### config.mk
export PLATFORM = sky130hd
export DESIGN_NAME = fir_sterowanie_fsm_flat
export DESIGN_NICKNAME = d
export VERILOG_FILES = /design/src/rtl/fir_sterowanie_fsm_if.sv /design/src/rtl/fir_sterowanie_fsm.sv /design/src/flat_wrapper.sv
export SDC_FILE = /design/constraint.sdc
export NUM_CORES = 1
export LEC_CHECK = 0
export CAP_MARGIN = 20
export CORE_ASPECT_RATIO = 1.75
export CORE_MARGIN = 4
export CORE_UTILIZATION = 44
export CTS_CLUSTER_SIZE = 8
export DETAILED_ROUTE_END_ITERATION = 6
export PLACE_DENSITY = 0.89
export SLEW_MARGIN = 10
export SYNTH_ARGS = -nofsm -noshare
export SYNTH_HDL_FRONTEND = slang
export SYNTH_SLANG_ARGS = --single-unit
export TNS_END_PERCENT = 20
### constraint.sdc
create_clock -name clk_b -period 2.7 [get_ports clk_b]
set_input_delay 0.405 -clock clk_b [delete_from_list [all_inputs] [get_ports clk_b]]
set_output_delay 0.405 -clock clk_b [all_outputs]
set_load 0.1 [all_outputs]
### src/rtl/fir_sterowanie_fsm_if.sv
// Signal bundle between the FIR control FSM and its neighbours: the register
// block (start, sizes), the sample-address counter (strobes, full, address)
// and the FIR datapath (MAC controls, result RAM write port).
// The master modport is the FSM side; the slave modport is the environment.
// When FIR_IRQ_EN is defined the bundle also carries irq/irq_ack.
interface fir_sterowanie_fsm_if #(
    parameter int WSP_W = 6
);
    // Register block -> FSM
    logic             start;
    logic [13:0]      ile_probek;
    logic [WSP_W-1:0] ile_wsp;

    // Sample-address counter <-> FSM
    logic             licznik_full;
    logic [12:0]      A_probki_FIR;
    logic             FSM_zapisz_probki;
    logic             FSM_reset_licznik;
    logic             FSM_nowa_probka;

    // FSM -> MAC / result RAM
    logic [WSP_W-1:0] A_wsp;
    logic             mac_clr;
    logic             mac_en;
    logic             we_wyn;
    logic [12:0]      A_wyn;

    // Status
    logic             busy;
    logic             done;

`ifdef FIR_IRQ_EN
    logic             irq_ack;
    logic             irq;

    modport master (
        input  start, ile_probek, ile_wsp, licznik_full, A_probki_FIR, irq_ack,
        output FSM_zapisz_probki, FSM_reset_licznik, FSM_nowa_probka,
               A_wsp, mac_clr, mac_en, we_wyn, A_wyn, busy, done, irq
    );

    modport slave (
        output start, ile_probek, ile_wsp, licznik_full, A_probki_FIR, irq_ack,
        input  FSM_zapisz_probki, FSM_reset_licznik, FSM_nowa_probka,
               A_wsp, mac_clr, mac_en, we_wyn, A_wyn, busy, done, irq
    );
`else
    modport master (
        input  start, ile_probek, ile_wsp, licznik_full, A_probki_FIR,
        output FSM_zapisz_probki, FSM_reset_licznik, FSM_nowa_probka,
               A_wsp, mac_clr, mac_en, we_wyn, A_wyn, busy, done
    );

    modport slave (
        output start, ile_probek, ile_wsp, licznik_full, A_probki_FIR,
        input  FSM_zapisz_probki, FSM_reset_licznik, FSM_nowa_probka,
               A_wsp, mac_clr, mac_en, we_wyn, A_wyn, busy, done
    );
`endif

endinterface

### src/rtl/fir_sterowanie_fsm.sv
// FIR run sequencer. One run: LOAD configures and clears the sample-address
// counter, then for every sample CLR -> MAC (one cycle per coefficient) ->
// WAIT (MAC pipeline drain) -> WRITE (result RAM) -> NEXT (advance counter)
// -> CHECK (sample the counter's full flag), and finally a one-cycle DONE.
// Every output is either a flop or a decode of the registered state, so no
// input reaches an output combinationally.
// Optional feature: define FIR_IRQ_EN to add a sticky irq flag with irq_ack.
// WSP_W must match the WSP_W of the connected fir_sterowanie_fsm_if.
module fir_sterowanie_fsm #(
    parameter int WSP_W   = 6,
    parameter int MAC_LAT = 2   // 0..15
) (
    input  logic                  clk_b,
    input  logic                  rst_n,
    fir_sterowanie_fsm_if.master  bus
);

    typedef enum logic [3:0] {
        S_IDLE,
        S_LOAD,
        S_CLR,
        S_MAC,
        S_WAIT,
        S_WRITE,
        S_NEXT,
        S_CHECK,
        S_DONE
    } state_t;

    localparam logic [3:0]       LAT_INIT = 4'(MAC_LAT);
    localparam logic [WSP_W-1:0] WSP_ONE  = WSP_W'(1);

    state_t           state_q, state_d;
    logic [WSP_W-1:0] wsp_q, wsp_d;         // coefficient count latched in LOAD
    logic [WSP_W-1:0] k_q, k_d;             // coefficient index driven onto A_wsp
    logic [3:0]       lat_cnt_q, lat_cnt_d; // remaining MAC pipeline cycles
    logic [12:0]      a_wyn_q, a_wyn_d;     // result address for the WRITE cycle

    logic             mac_last;

    // Decoded strobes (functions of state_q only).
    logic             zapisz_probki;
    logic             reset_licznik;
    logic             nowa_probka;
    logic             clr_acc;
    logic             en_acc;
    logic             we;
    logic             busy_s;
    logic             done_s;

    // Last tap of the current sample.
    assign mac_last = (k_q == (wsp_q - WSP_ONE));

    // State register; reset drops straight back to IDLE from any state.
    // NOTE: flops are written with non-blocking (<=) so every register samples
    // the values present before the edge, independent of block ordering.
    always_ff @(posedge clk_b or negedge rst_n) begin
        if (!rst_n) begin
            state_q <= S_IDLE;
        end else begin
            state_q <= state_d;
        end
    end

    // Next-state decode. licznik_full is looked at only in CHECK: the counter
    // keeps a stale 1 across runs until its first advance, so any other state
    // must ignore it.
    always_comb begin
        // NOTE: state_d gets a default before the case so that every path
        // assigns it and no latch is inferred.
        state_d = state_q;
        unique case (state_q)
            S_IDLE: begin
                if (bus.start) state_d = S_LOAD;
            end
            S_LOAD: begin
                if ((bus.ile_probek == '0) || (bus.ile_wsp == '0)) state_d = S_DONE;
                else                                                state_d = S_CLR;
            end
            S_CLR: begin
                state_d = S_MAC;
            end
            S_MAC: begin
                if (mac_last) state_d = (MAC_LAT == 0) ? S_WRITE : S_WAIT;
            end
            S_WAIT: begin
                if (lat_cnt_q == 4'd1) state_d = S_WRITE;
            end
            S_WRITE: begin
                state_d = S_NEXT;
            end
            S_NEXT: begin
                state_d = S_CHECK;
            end
            S_CHECK: begin
                state_d = bus.licznik_full ? S_DONE : S_CLR;
            end
            S_DONE: begin
                state_d = S_IDLE;
            end
            default: begin
                state_d = S_IDLE;
            end
        endcase
    end

    // Output decode from the registered state.
    always_comb begin
        zapisz_probki = 1'b0;
        reset_licznik = 1'b0;
        nowa_probka   = 1'b0;
        clr_acc       = 1'b0;
        en_acc        = 1'b0;
        we            = 1'b0;
        done_s        = 1'b0;
        busy_s        = (state_q != S_IDLE);
        unique case (state_q)
            S_LOAD: begin
                zapisz_probki = 1'b1;
                reset_licznik = 1'b1;
            end
            S_CLR:   clr_acc     = 1'b1;
            S_MAC:   en_acc      = 1'b1;
            S_WRITE: we          = 1'b1;
            S_NEXT:  nowa_probka = 1'b1;
            S_DONE:  done_s      = 1'b1;
            default: ;
        endcase
    end

    // Run registers: coefficient count, tap index, latency countdown and the
    // captured result address.
    always_comb begin
        wsp_d     = wsp_q;
        k_d       = k_q;
        lat_cnt_d = lat_cnt_q;
        a_wyn_d   = a_wyn_q;

        unique case (state_q)
            S_LOAD: begin
                wsp_d = bus.ile_wsp;
            end
            S_CLR: begin
                k_d = '0;
            end
            S_MAC: begin
                k_d = k_q + WSP_ONE;
                if (mac_last) lat_cnt_d = LAT_INIT;
            end
            S_WAIT: begin
                lat_cnt_d = lat_cnt_q - 4'd1;
            end
            default: ;
        endcase

        // The counter moves only on FSM_nowa_probka (NEXT), so the address seen
        // on the way into WRITE equals the one during WRITE; registering it
        // keeps A_wyn free of any input-to-output path.
        if (state_d == S_WRITE) a_wyn_d = bus.A_probki_FIR;
    end

    // Run register flops.
    always_ff @(posedge clk_b or negedge rst_n) begin
        if (!rst_n) begin
            wsp_q     <= '0;
            k_q       <= '0;
            lat_cnt_q <= '0;
            a_wyn_q   <= '0;
        end else begin
            wsp_q     <= wsp_d;
            k_q       <= k_d;
            lat_cnt_q <= lat_cnt_d;
            a_wyn_q   <= a_wyn_d;
        end
    end

    assign bus.FSM_zapisz_probki = zapisz_probki;
    assign bus.FSM_reset_licznik = reset_licznik;
    assign bus.FSM_nowa_probka   = nowa_probka;
    assign bus.mac_clr           = clr_acc;
    assign bus.mac_en            = en_acc;
    assign bus.we_wyn            = we;
    assign bus.busy              = busy_s;
    assign bus.done              = done_s;
    assign bus.A_wsp             = k_q;
    assign bus.A_wyn             = a_wyn_q;

`ifdef FIR_IRQ_EN
    logic irq_q, irq_d;

    // Sticky end-of-run flag: set the cycle after DONE, cleared by irq_ack;
    // a set in the same cycle as an acknowledge wins.
    always_comb begin
        irq_d = irq_q;
        if (state_q == S_DONE) irq_d = 1'b1;
        else if (bus.irq_ack)  irq_d = 1'b0;
    end

    // irq flop.
    always_ff @(posedge clk_b or negedge rst_n) begin
        if (!rst_n) begin
            irq_q <= 1'b0;
        end else begin
            irq_q <= irq_d;
        end
    end

    assign bus.irq = irq_q;
`endif

endmodule

### src/flat_wrapper.sv
// flat-port wrapper written by rule: the top's interface ports become plain ports
module fir_sterowanie_fsm_flat 
#(
    parameter int WSP_W   = 6,
    parameter int MAC_LAT = 2           
)
  (clk_b, rst_n, bus_start, bus_ile_probek, bus_ile_wsp, bus_licznik_full, bus_A_probki_FIR, bus_FSM_zapisz_probki, bus_FSM_reset_licznik, bus_FSM_nowa_probka, bus_A_wsp, bus_mac_clr, bus_mac_en, bus_we_wyn, bus_A_wyn, bus_busy, bus_done);
  fir_sterowanie_fsm_if #(.WSP_W(WSP_W)) bus_i ();
  input  logic clk_b;
  input  logic rst_n;
  input wire logic [$bits(bus_i.start)-1:0] bus_start;
  input wire logic [$bits(bus_i.ile_probek)-1:0] bus_ile_probek;
  input wire logic [$bits(bus_i.ile_wsp)-1:0] bus_ile_wsp;
  input wire logic [$bits(bus_i.licznik_full)-1:0] bus_licznik_full;
  input wire logic [$bits(bus_i.A_probki_FIR)-1:0] bus_A_probki_FIR;
  output wire logic [$bits(bus_i.FSM_zapisz_probki)-1:0] bus_FSM_zapisz_probki;
  output wire logic [$bits(bus_i.FSM_reset_licznik)-1:0] bus_FSM_reset_licznik;
  output wire logic [$bits(bus_i.FSM_nowa_probka)-1:0] bus_FSM_nowa_probka;
  output wire logic [$bits(bus_i.A_wsp)-1:0] bus_A_wsp;
  output wire logic [$bits(bus_i.mac_clr)-1:0] bus_mac_clr;
  output wire logic [$bits(bus_i.mac_en)-1:0] bus_mac_en;
  output wire logic [$bits(bus_i.we_wyn)-1:0] bus_we_wyn;
  output wire logic [$bits(bus_i.A_wyn)-1:0] bus_A_wyn;
  output wire logic [$bits(bus_i.busy)-1:0] bus_busy;
  output wire logic [$bits(bus_i.done)-1:0] bus_done;
  assign bus_i.start = bus_start;
  assign bus_i.ile_probek = bus_ile_probek;
  assign bus_i.ile_wsp = bus_ile_wsp;
  assign bus_i.licznik_full = bus_licznik_full;
  assign bus_i.A_probki_FIR = bus_A_probki_FIR;
  assign bus_FSM_zapisz_probki = bus_i.FSM_zapisz_probki;
  assign bus_FSM_reset_licznik = bus_i.FSM_reset_licznik;
  assign bus_FSM_nowa_probka = bus_i.FSM_nowa_probka;
  assign bus_A_wsp = bus_i.A_wsp;
  assign bus_mac_clr = bus_i.mac_clr;
  assign bus_mac_en = bus_i.mac_en;
  assign bus_we_wyn = bus_i.we_wyn;
  assign bus_A_wyn = bus_i.A_wyn;
  assign bus_busy = bus_i.busy;
  assign bus_done = bus_i.done;
  fir_sterowanie_fsm #(.WSP_W(WSP_W), .MAC_LAT(MAC_LAT)) u_core (.clk_b(clk_b), .rst_n(rst_n), .bus(bus_i));
endmodule
# Word-level counts from Yosys, hierarchy flattened
# Index checks and enable logic that the tools add are counted.
word_totals:
  in_bits: 37
  out_inout_bits: 27
  reg_bits: 33
classes:
  add_sub_neg: 3
  n_reduce_logical: 8
  n_mux: 15
  eq_ne: 12
op_table:
  columns: ["operator", "count"]
  rows:
  - ["$pmux W4 S8", 1]
  - ["$mux W4", 6]
  - ["$eq A4 B3 Y1 const B", 5]
  - ["$logic_not A14 Y1", 1]
  - ["$pmux W6 S2", 1]
  - ["$eq A4 B1 Y1 const B", 2]
  - ["$eq A4 B2 Y1 const B", 2]
  - ["$pmux W4 S2", 1]
  - ["$add A6 B1 Y6 const B", 1]
  - ["$eq A6 B6 Y1", 1]
  - ["$logic_not A6 Y1", 1]
  - ["$mux W1", 6]
  - ["$sub A6 B1 Y6 const B", 1]
  - ["$eq A4 B4 Y1 const B", 1]
  - ["$logic_not A4 Y1", 1]
  - ["$reduce_bool A2 Y1", 2]
  - ["$reduce_bool A4 Y1", 1]
  - ["$sub A4 B1 Y4 const B", 1]
  - ["$ne A2 B1 Y1 const B", 1]
  - ["$reduce_and A2 Y1", 1]
  - ["$logic_or A1 B1 Y1", 1]

# Logic depth before layout (Yosys ltp)
# Gate-level depths: netlist (run 1).
depth:
  depth_word: 5
  ltp_mapped: 8
  depth_no_buf: 7

# Least setup slack after synthesis (run 1)
# OpenSTA, ideal clock, no wires.
synth_timing:
  path_type: "register -> output"
  from: "register u_core.state_q[0]"
  to: "output port bus_done"
  path_buffers: 2
  arrival_ns: 3.827
  path_slack_ns: -1.532
  path_stages_with_launch: 4
  path_cell_list: "dfrtp_1 > buf_2 > clkbuf_1 > nor4b_1"
synth_between:
  elab_chain_len: 2
synth_rtl:
  columns: ["element", "line_no", "text"]
  rows:
  - ["from (decl)", "fir_sterowanie_fsm.sv:33", "state_t state_q, state_d;"]
  - ["from (signal assigned)", "fir_sterowanie_fsm.sv:61", "state_q <= state_d;"]
  - ["$eq A4 B4 Y1", "fir_sterowanie_fsm.sv:117", "unique case (state_q)"]
  - ["$mux W1", "fir_sterowanie_fsm.sv:117", null]
  - ["to (decl)", "flat_wrapper.sv:25", "output wire logic [$bits(bus_i.done)-1:0] bus_done;"]
# No other way between the ends.

# Worst setup path after layout (run 1)
layout_timing:
  from: "register u_core.wsp_q[0]"
  to: "register u_core.state_q[1]"
layout_between:
  elab_chain_len: 4
layout_rtl:
  columns: ["element", "line_no", "text"]
  rows:
  - ["from (decl)", "fir_sterowanie_fsm.sv:34", "logic [WSP_W-1:0] wsp_q, wsp_d;"]
  - ["from (signal assigned)", "fir_sterowanie_fsm.sv:170", "wsp_q <= wsp_d;"]
  - ["$sub A6 B1 Y6", "fir_sterowanie_fsm.sv:52", "assign mac_last = (k_q == (wsp_q - WSP_ONE));"]
  - ["$eq A6 B6 Y1", "fir_sterowanie_fsm.sv:52", null]
  - ["$mux W4", "fir_sterowanie_fsm.sv:84", "if (mac_last) state_d = (MAC_LAT == 0) ? S_WRITE : S_WAIT;"]
  - ["$pmux W4 S8", "fir_sterowanie_fsm.sv:72", "unique case (state_q)"]
  - ["via u_core.state_d[1]", "fir_sterowanie_fsm.sv:33", null]
# The timed path passes the listed nets, and every way through them passes these cells.
# A chain may end at the register's enable or synchronous reset.

==> metrics.cfg, run 1 <==
[synthesis]
yosysTopAreaCell=dfrtp_1
yosys_warnings=0
synthCells=172
muxShareOfSynthArea=0.108
synth_xor_area_frac=0.0347
ys_seq_elements=33
yosys.area_share.adder=0.0283
synth_top_family_by_area=simple AND/OR/NAND/NOR gates
async_flop_share=1.00
yosys.area_share.simple=0.206
synthFlopType=dfrtp_1
ys_seq_area_frac=0.468
synthTopCellsByArea=dfrtp_1, mux2_2, nand2_1
synth_edf_count=0
synth_fp_nets=213
syn_area_um2=1770
synth_top_area_frac=0.468
syn_avg_cell_area_um2=10.3
synth_compound_area_frac=0.111
synth.distinct_cells=42

[layout]
area_growth_pct=43.9
diodes=0
final_nets=280
layout-drive-gt1-share=0.267
stdcell_count=288
final_common_cell=clkdlybuf4s50_1
final_area_um2=2540
layout_common_cells=clkdlybuf4s50_1, dfrtp_1, buf_4
fillerInstances=306

[worst_setup_path]
critPathSlowestCell=or4b_4
required_ps=2850
crit_path_end_kind=flip-flop
crit_family=simple AND/OR/NAND/NOR gates
cp-start-kind=flip-flop
path_max_fanout=4
crit_type=reg2reg
crit_arrival_ps=2300
cpPeakStageDelay_ps=550
path_buf_inv=1
path_cells=inv_1 > ha_1 > xor2_1 > nand3_1 > or4b_4 > o21bai_1 > o211ai_1

[cts]
hold_buffers=0
post_cts_resize_count=0
cts_buffer_depth=2
clk_latency_ps=280
cts_setup_buffers=0
clockRootBuffer=clkbuf_8
cts.sinks=33
numCtsBuffers=5
cts_tree=built
cts_max_level=2
cts.clk_slew.worst_paths_ps=60

[floorplan]
num_io_pins=64
core_um2=3870
num_rows=30
die_h_um=91.8
die_area_um2=5130
dieWidth_um=55.9
start_util=0.457

[timing]
tns_ps=0
finalSetupViolations=0
rsz0062_at_grt=no
fin_crit_ps=2150
skew_ps=0.738
max_freq_ghz=0.465
hold_slack_ps=480
relSlewSlack=0.592
slew_violations=0
period_share=0.797
hold_violations=0
worst_pin_slew_ps=613

[routing]
ant_nets=0
dr.pass1.iters=4
drc=0
vias=1547
post_drt_via_cell_ratio=5.37
wirelength_um=4350
drtIter0Drc=47
routedWlPerCell_um=15.1

[power]
leakagePower_nw=1.12
ir_worst_vdd_mv=1.14
powerDensity_nw_per_um2=1120

[global_routing]
grt.met3_usage=0.0352
antenna_found_initial=0
grt_use_met1=0.176
grt_pass1_wl_um=7100
top_usage_layer=met2
grtUsageTotal=0.177
grt-ovfl-total=0
grt_pass1_vias=1535
grt_use_met2=0.340
grt_max_degree=34

[placement]
io_buffer_count=63
place_hpwl_um=3330
globalplace.congestion=0.912
dp_cells=280
place_area_um2=2440

[min_path]
worstHoldPathType=reg2reg

[job]
drv_cap=0

[status]
status=finished clean

[final cells by class]
cell class	instances	area, um^2	area share
clock inverters	1	5.00	0.00197
multi-input cells	122	873	0.344
flip-flops and latches	33	826	0.325
inverters	7	26.3	0.0103
well taps	48	60.1	0.0236
clock buffers	7	96.3	0.0379
repair buffers	70	653	0.257
[routing by layer]
layer	vias to the layer above	routed length [um]
met5	-	0
met4	0	106
li1	742	-
met2	55	2510
met3	12	218
met1	738	1510
[worst paths after layout]
path                                      from                   to  cells past startpoint  slack [ps]
min in group asynchronous                rst_n    u_core.state_q[3]                      2         530
hold reg to reg            u_core.lat_cnt_q[2]  u_core.lat_cnt_q[2]                      1         480
max in group asynchronous                rst_n  u_core.bus.A_wyn[7]                      2        1870
setup reg to reg               u_core.wsp_q[0]    u_core.state_q[1]                      7         550
setup / recovery               u_core.wsp_q[0]    u_core.state_q[1]                      7         550
hold / removal             u_core.lat_cnt_q[2]  u_core.lat_cnt_q[2]                      1         480
[cell usage after synthesis (2+ instances only)]
cell      instances
a21o_1            2
a21oi_1           6
a22o_1            3
a31oi_1           2
and3b_1           3
buf_2             5
buf_4             2
clkbuf_1          3
dfrtp_1          33
ha_1              4
inv_1             7
mux2_2           16
nand2_1          14
nand2b_1          2
nand3_1           7
nor2_1           13
nor2b_1           3
nor3_1            5
nor3b_1           2
nor4_1            5
o21ai_0           8
o31ai_1           2
xnor2_1           5
xor2_1            2
[where the power goes]
group | switching (mW) | internal (mW)
registers | 0.175 | 0.619
logic | 1.09 | 0.566
clock network | 0.173 | 0.230
[sequential cells by signal (all words and copies together), names as in the netlist]
signal / cells
u_core.lat_cnt_q: 4
u_core.bus.A_wsp: 6
u_core.bus.A_wyn: 13
u_core.state_q: 4
u_core.wsp_q: 6
[cell families (layout without fill, tap and decap cells)]
logic type | Yosys count | after routing
AO/OA/AOI/OAI | 30 | 30
XOR/XNOR | 7 | 7
adder cells (fa/ha/maj) | 4 | 4
buffers and inverters | 17 | 85
flip-flops | 33 | 33
multiplexers | 17 | 17
AND/OR/NAND/NOR | 64 | 64
[metrics by stage]
step / setup slack [ps] / util / total power, mW
after floorplan: -152 / - / 2.00
after global placement: 686 / 0.631 / 2.41
after detailed placement: 612 / 0.631 / 2.45
after CTS: 551 / 0.657 / 2.87
after global routing: 474 / 0.657 / 3.01
final: 548 / 0.657 / 2.85
[worst register-to-register path, cell delays in order, from the launching register on]
cell and delay, ps:
dfrtp_1 460, inv_1 110, ha_1 320, xor2_1 170
nand3_1 100, or4b_4 550, o21bai_1 190, o211ai_1 130
Note: power is estimated with default switching activity, not from simulation.
==> run 2: changes to the inputs <==
--- a/config.mk
+++ b/config.mk
@@ -8,10 +8,10 @@
 export CAP_MARGIN = 20
 export CORE_ASPECT_RATIO = 1.75
 export CORE_MARGIN = 4
-export CORE_UTILIZATION = 44
+export CORE_UTILIZATION = 40
 export CTS_CLUSTER_SIZE = 8
 export DETAILED_ROUTE_END_ITERATION = 6
-export PLACE_DENSITY = 0.89
+export PLACE_DENSITY = 0.86
 export SLEW_MARGIN = 10
 export SYNTH_ARGS = -nofsm -noshare
 export SYNTH_HDL_FRONTEND = slang
==> constraint.sdc (replaced) <==
create_clock -name clk_b -period 1.9 [get_ports clk_b]
set_input_delay 0.285 -clock clk_b [delete_from_list [all_inputs] [get_ports clk_b]]
set_output_delay 0.285 -clock clk_b [all_outputs]
set_load 0.1 [all_outputs]
==> metrics.cfg, run 2 (synthesis results as in run 1) <==
[floorplan]
num_rows=31  ; +3.3%
dieWidth_um=58.2  ; +4.2%
start_util=0.421  ; -0.0352
num_io_pins=64  ; unchanged
die_area_um2=5580  ; +8.8%
die_h_um=95.9  ; +4.5%
core_um2=4190  ; +8.3%

[power]
power_mw=4.50  ; +58%
ir_worst_vdd_mv=1.78  ; +57%
power_frac_comb=0.649  ; +0.068
p_int_mw=2.32  ; +64%
p_seq_frac=0.241  ; -0.037
powerDensity_nw_per_um2=1590  ; +41%
sw_frac_of_total=0.484  ; -0.0198
clkPwrFrac=0.110  ; -0.031
leakagePower_nw=1.23  ; +9.7%
p_sw_mw=2.18  ; +51%

[global_routing]
grtUsageTotal=0.182  ; +0.00523
antenna_found_initial=0  ; unchanged
grt_pass1_vias=1773  ; +16%
grt-ovfl-total=0  ; unchanged
grt_max_degree=34  ; unchanged
grt_pass1_wl_um=7780  ; +9.6%

[worst_setup_path]
r2r_start=u_core.wsp_q[1]
path_cells=inv_1 > ha_4 > xor2_1 > nand3_1 > or4b_4 > o31ai_2 > mux2i_1
path_buf_inv=1  ; unchanged
required_ps=2060  ; -790 ps
worstSetupPathDepth=7  ; unchanged
crit_path_end_kind=flip-flop
crit_type=reg2reg
cp-start-kind=flip-flop
cpPeakStageDelay_ps=580  ; +30 ps
crit_family=simple AND/OR/NAND/NOR gates
crit_arrival_ps=2110  ; -190 ps
r2r_setup_slack_ps=-50  ; -600 ps
worstReg2RegEnd=u_core.lat_cnt_q[2]
critPathSlowestCell=or4b_4
rr_worst_depth=7  ; unchanged
crit_end=u_core.lat_cnt_q[2]
path_max_fanout=3  ; -1
crit_start=u_core.wsp_q[1]

[cts]
cts_buffer_depth=2  ; unchanged
cts_max_level=2  ; unchanged
numCtsBuffers=5  ; unchanged
cts_tree=built
cts.sinks=33  ; unchanged
hold_buffers=0  ; unchanged
clk_latency_ps=280  ; about the same
clockRootBuffer=clkbuf_8
cts.clk_slew.worst_paths_ps=60  ; about the same

[placement]
globalplace.congestion=0.869  ; -4.7%
io_buffer_count=63  ; unchanged
pre_cts_slack_ps=-78.5  ; -690 ps
place_area_um2=2690  ; +10%
place_hpwl_um=3580  ; +7.6%

[timing]
finalSetupViolations=5  ; +5
rsz0062_at_grt=yes
skew_ps=3.40  ; +2.66 ps
hold_violations=0  ; unchanged
worst_pin_slew_ps=422  ; -191 ps
relSlewSlack=0.719  ; +0.127
tns_ps=-193  ; -193 ps
max_freq_ghz=0.512  ; +10%
fin_ws_ps=-52.6  ; -600 ps
slew_violations=0  ; unchanged
hold_slack_ps=408  ; -71.4 ps
fin_crit_ps=1950  ; -200 ps
period_share=1.03  ; +0.231

[routing]
vias=1604  ; +3.7%
ant_nets=0  ; unchanged
post_drt_via_cell_ratio=5.31  ; -1.1%
wirelength_um=4600  ; +5.8%
routedWlPerCell_um=15.2  ; +0.94%
drc=0  ; unchanged
drtIter0Drc=28  ; -40%
dr.pass1.iters=4  ; unchanged

[layout]
final_area_um2=2840  ; +12%
final_nets=293  ; +4.6%
layout_common_cells=clkdlybuf4s50_1, dfrtp_1, buf_4
largest_register_ffs=13  ; unchanged
final_common_cell=clkdlybuf4s50_1
layout-drive-gt1-share=0.344  ; +0.0772
diodes=0  ; unchanged
area_growth_pct=60.8

[min_path]
worstHoldPathType=in2async

[status]
status=complete, but fails checks
violations=setup timing

[job]
drv_cap=0  ; unchanged

## run 2: power by group through the flow
stage          combinational (mW)  sequential, mW  clock (mW)
2_1_floorplan                1.38            1.50           0
3_3_place_gp                 2.73            1.08           0
3_5_place_dp                 2.78            1.09           0
4_1_cts                      2.84            1.08       0.518
5_1_grt                      3.11            1.11       0.541
6_report                     2.92            1.09       0.495
## run 2: cell type report
class / instances / area [um^2]
clock inverter: 2 / 10.0
timing repair buffer: 83 / 908
tap: 49 / 61.3
fill: 328 / 1350
multi-input combinational: 122 / 935
inverter: 7 / 26.3
sequential: 33 / 826
clock buffer: 6 / 72.6
## run 2: through the flow
step / cells / util
6_report: 302 / 0.678
5_1_grt: 302 / 0.678
4_1_cts: 300 / 0.667
3_5_place_dp: 291 / 0.641
3_3_place_gp: 291 / 0.641
2_1_floorplan: 172 / -
## run 2: what timing repair did
item	in CTS	in global routing
buffers inserted	1	2
endpoints found under the hold margin	0	0
resized for setup	3	8
pin swaps	6	3
setup endpoints to repair	7	18
## run 2: metal layers
layer,share of wire,global-route usage,up-vias
li1,-,-,770
met1,0.33,0.179,782
met2,0.59,0.354,41
met3,0.046,0.0322,11
met4,0.035,0.0890,0
met5,0,0,-
## run 2: worst min path at each step
stage                              from                   to  slack (ps)  cells past startpoint
floorplan                         rst_n  u_core.bus.A_wsp[0]         -10                      0
finish                            rst_n    u_core.state_q[3]         410                      2
detailed placement  u_core.lat_cnt_q[2]  u_core.lat_cnt_q[2]         470                      1
CTS                               rst_n  u_core.bus.A_wyn[8]         430                      2
global placement    u_core.lat_cnt_q[2]  u_core.lat_cnt_q[2]         460                      1
global route                      rst_n      u_core.wsp_q[1]         450                      2
